**src/rtl/int_control_nested.sv**
```systemverilog
// ============================================================================
// Module   : int_control_nested
// Brief    : N-channel edge-triggered interrupt controller with priority
//            preemption; in-service bitmap tracks nested handlers.
// Revision : 1.0 - initial release
// ============================================================================
`default_nettype none

module int_control_nested #(
    parameter  int N_CH = 4,
    localparam int ID_W = $clog2(N_CH)
) (
    input  logic            clk,
    input  logic            clr,
    input  logic [N_CH-1:0] int_signal,
    input  logic [N_CH-1:0] int_mask,
    input  logic            int_enable,
    input  logic            int_ack,
    input  logic            eret,
    output logic            int_request,
    output logic [ID_W-1:0] int_num,
    output logic [N_CH-1:0] int_waiting,
    output logic [N_CH-1:0] in_service,
    output logic [N_CH-1:0] int_overrun
);

    logic [N_CH-1:0] r_sig_q;
    logic [N_CH-1:0] r_pending;
    logic [N_CH-1:0] r_in_service;
    logic [N_CH-1:0] r_overrun;

    logic [N_CH-1:0] w_edge;
    logic [N_CH-1:0] w_elig;
    logic [N_CH-1:0] w_ack_vec;
    logic [N_CH-1:0] w_eret_vec;
    logic [ID_W-1:0] w_top_p;
    logic [ID_W-1:0] w_top_s;
    logic            w_any_p;
    logic            w_any_s;
    logic            w_request;
    logic            w_ack;

    assign w_edge = int_signal & ~r_sig_q;
    assign w_elig = r_pending & ~int_mask;

    // Ascending scan: the last set bit seen is the highest index.
    always_comb begin
        w_top_p = '0;
        w_any_p = 1'b0;
        w_top_s = '0;
        w_any_s = 1'b0;
        for (int i = 0; i < N_CH; i++) begin
            if (w_elig[i]) begin
                w_top_p = ID_W'(i);
                w_any_p = 1'b1;
            end
            if (r_in_service[i]) begin
                w_top_s = ID_W'(i);
                w_any_s = 1'b1;
            end
        end
    end

    assign w_request = int_enable & w_any_p & (~w_any_s | (w_top_p > w_top_s));
    assign w_ack     = int_ack & w_request;

    generate
        for (genvar g = 0; g < N_CH; g++) begin : g_ch
            assign w_ack_vec[g]  = w_ack & (w_top_p == ID_W'(g));
            assign w_eret_vec[g] = eret & w_any_s & (w_top_s == ID_W'(g));
        end
    endgenerate

    // An edge arriving with its own ack re-arms pending without flagging overrun.
    always_ff @(posedge clk) begin
        r_sig_q <= int_signal;
        if (clr) begin
            r_pending    <= '0;
            r_in_service <= '0;
            r_overrun    <= '0;
        end else begin
            r_pending    <= (r_pending & ~w_ack_vec) | w_edge;
            r_overrun    <= (r_overrun | (w_edge & r_pending)) & ~w_ack_vec;
            r_in_service <= (r_in_service & ~w_eret_vec) | w_ack_vec;
        end
    end

    assign int_request = w_request;
    assign int_num     = w_request ? w_top_p : '0;
    assign int_waiting = r_pending | r_in_service;
    assign in_service  = r_in_service;
    assign int_overrun = r_overrun;

endmodule

`default_nettype wire

```
**config.mk**
```make
export PLATFORM = sky130hd
export DESIGN_NAME = int_control_nested
export DESIGN_NICKNAME = d
export VERILOG_FILES = /design/src/rtl/int_control_nested.sv
export SDC_FILE = /design/constraint.sdc
export NUM_CORES = 1
export LEC_CHECK = 0
export ABC_AREA = 1
export CAP_MARGIN = 20
export CELL_PAD_IN_SITES_DETAIL_PLACEMENT = 2
export CELL_PAD_IN_SITES_GLOBAL_PLACEMENT = 2
export CORE_MARGIN = 1.5
export CORE_UTILIZATION = 27
export CTS_BUF_LIST = sky130_fd_sc_hd__clkbuf_8
export CTS_CLUSTER_SIZE = 12
export DETAILED_ROUTE_END_ITERATION = 12
export PLACE_DENSITY = 0.95
export SLEW_MARGIN = 20
export SYNTH_ARGS = -nofsm -noshare
export SYNTH_HDL_FRONTEND = slang
export SYNTH_SLANG_ARGS = --single-unit
```
**constraint.sdc**
```tcl
create_clock -name clk -period 2.95 [get_ports clk]
set_clock_uncertainty 0.15 [all_clocks]
set_input_delay 0.4425 -clock clk [delete_from_list [all_inputs] [get_ports clk]]
set_output_delay 0.4425 -clock clk [all_outputs]
set_load 0.05 [all_outputs]
```
==> impl_metrics.tcl <==
set metrics [dict create \
    slew_violations 0 \
    async_flop_share_pct 0 \
    drtAntennaViolNets 0 \
    endpoint_kind "output pin" \
    start_kind "input port" \
    cp.arrival_ns 2.20 \
    status "finished with violations" \
    final_cells 169 \
    die_x_um 57.80 \
    drc 2 \
    hp-class "reg2reg" \
    period_share_pct 94.77 \
    yosys_warnings 0 \
    setup_tns_ns 0 \
    dominantRegCellSynth "dfxtp_1" \
    die-height_um 57.80 \
    place_congestion 0.7074 \
    rows 19 \
    antenna_cells 0 \
    path_common_cell "nand2_1" \
    p_leak_nw 0.6071 \
    yosysUniqueCellTypes 20 \
    crit_family "buffers and inverters" \
    area_growth_pct 47.84 \
    root_buffer "clkbuf_8" \
    cts.path.max_buffers 2 \
    first_iter_violations 8 \
    clkTransAtPathRegs_ns 0.06 \
    grt_usage_pct 16.86 \
    synth_edf_count 0 \
    initial_core_util_pct 28.90 \
    core_um2 2805 \
    p_per_area_nw_per_um2 455.6 \
    drt-total-wl_um 2525 \
    cp_slowest_cell "clkdlybuf4s50_1" \
    drive_gt1_share_pct 17.39 \
    io-pin-count 28 \
    min_from "r_sig_q[1]$_DFF_P_" \
    vias_per_cell 4.775 \
    hpwl_um 2031 \
    finalSetupViolations 0 \
    clock-sinks 16 \
    worst_pin_slew_ns 0.5042 \
    violations "DRC" \
    synth_area_um2 810.8 \
    yosysSeqAreaShare_pct 39.51 \
    vias 807 \
    wl_per_cell_um 14.94 \
    worst-r2r-setup-slack_ns 1.00 \
    clkLatencyLatePin_ns 0.25 \
    syn_area_per_cell_um2 7.507 \
    critPathMaxStageDelay_ns 0.46 \
    drv_cap 0 \
    first_pass_iters 8 \
    synthCells 108 \
    nets 155 \
    grt_pass1_wl_um 4271 \
    gr-total-overflow 0 \
    startpoint "int_mask[3]" \
    antenna_found_initial 0 \
    final_util_pct 42.73 \
    required_ns 2.36 \
    max_clock_freq_ghz 0.3577 \
    place_ws_ns 0.07743 \
    grt_pass1_vias 911 \
    hold_viol 0 \
    critPathBufInv 6 \
    cp_max_fo 3 \
    period_minus_slack_ns 2.796 \
    synth_seq_cells 16 \
    rsz0062_at_grt "false" \
    grt_max_degree 12 \
    die_area_um2 3341 \
    ir_worst_vdd_v 0.0002729 \
    cts_tree "done" \
    crit_chain "clkdlybuf4s50_1 > inv_1 > nand2_1 > inv_1 > a21oi_2 > ha_1 > nand2_1 > nand2_1 > nand2_2 > nand2_1 > inv_2 > nand2_1 > inv_1 > buf_12" \
    synth_nets 123 \
    r2r_start "r_pending[3]$_SDFF_PP0_" \
    timing.final.ws_setup_ns 0.1543 \
    cts_buffers 3 \
    placedCellCount 166 \
    io_buffers 27 \
    crit_type "in2out" \
    ctsHtreeMaxLevel 1 \
    slew_headroom_pct 66.28 \
]
[per-layer routing]
metal | track usage (%) | wire [um] | up-vias
met5 | 0 | 0 | -
met4 | 3.987 | 18 | 0
met3 | 2.679 | 76 | 4
met2 | 32.47 | 1382 | 16
met1 | 19.17 | 1048 | 390
li1 | - | - | 397
[cell usage after synthesis, types with 2 or more instances]
library cell | instances | area [um2]
inv_1 | 28 | 105.1
nand2_1 | 19 | 71.32
dfxtp_1 | 16 | 320.3
nand3_1 | 12 | 60.06
a21oi_1 | 6 | 30.03
nand4_2 | 4 | 50.05
nor2_1 | 4 | 15.01
a31o_2 | 3 | 26.28
o21ai_0 | 3 | 15.01
ha_1 | 2 | 25.02
nand2_2 | 2 | 12.51
[logic make-up after synthesis]
family | synth area share, %
AND/OR/NAND/NOR | 33.80
buffers and inverters | 13.89
flip-flops | 39.51
AO/OA/AOI/OAI | 9.723
adder cells (fa/ha/maj) | 3.086
[state kept, by name, indices dropped and copies added (netlist names)]
register	count
in_service	4
int_overrun	4
r_pending	4
r_sig_q	4
[worst min-delay path: stages (launching register included)]
cell     delay, ns
dfxtp_1       0.31
inv_1         0.04
nand3_1       0.07
nand2_1       0.05
[path summary, 6_finish.rpt]
path,endpoint,cells after the start
hold / removal,r_pending[1]$_SDFF_PP0_,3
setup / recovery,int_num[1],14
hold reg to reg,r_pending[1]$_SDFF_PP0_,3
setup reg to reg,r_pending[3]$_SDFF_PP0_,11
[cells in the final DEF, fill, tap and decap left out]
cell type / Yosys / routed
clkbuf_8: 0 / 3
inv_2: 1 / 1
a31o_2: 3 / 3
nor2_4: 1 / 1
dfxtp_1: 16 / 16
nand2_4: 1 / 1
nand2_2: 2 / 2
nand3_1: 12 / 12
nor2_2: 1 / 1
o31ai_1: 1 / 1
nor2_8: 1 / 1
or2_2: 1 / 1
buf_4: 0 / 1
clkdlybuf4s50_1: 0 / 24
ha_1: 2 / 2
nand3_2: 1 / 1
a21oi_2: 0 / 1
a21oi_1: 6 / 5
nor2_1: 4 / 4
buf_12: 0 / 3
nand4_2: 4 / 4
inv_1: 28 / 28
nand2_1: 19 / 19
o21ai_0: 3 / 3
[per-stage QoR]
stage | hold slack (ns) | area (um2) | total power, mW
after global placement | 0.3269 | 1154 | 0.3790
after CTS | 0.3601 | 1195 | 0.5521
after global routing | 0.3810 | 1199 | 0.5684
after floorplan | 0.3165 | 810.8 | 0.3252
after detailed placement | 0.3457 | 1154 | 0.3866
final | 0.3541 | 1199 | 0.5461
[where the power goes]
group          internal [mW]  switching [mW]
clock                 0.0906          0.0740
sequential             0.227         0.00899
combinational         0.0582          0.0876
[cell type report]
cell class,count,area [um2]
fillers,322,1607
well taps,31,38.79
repair buffers,28,307.8
flip-flops and latches,16,320.3
multi-input cells,62,381.6
clock buffers,3,41.29
inverters,29,108.9
[timing repair]
| item | CTS | global route |
|---|---|---|
| endpoints found under the setup margin | 0 | 2 |
| hold buffers | 0 | 0 |
| hold endpoints to repair | 0 | 0 |
| resized for setup | 0 | 1 |
| setup buffers | 0 | 0 |
Note: power is estimated with default switching activity, not from simulation.
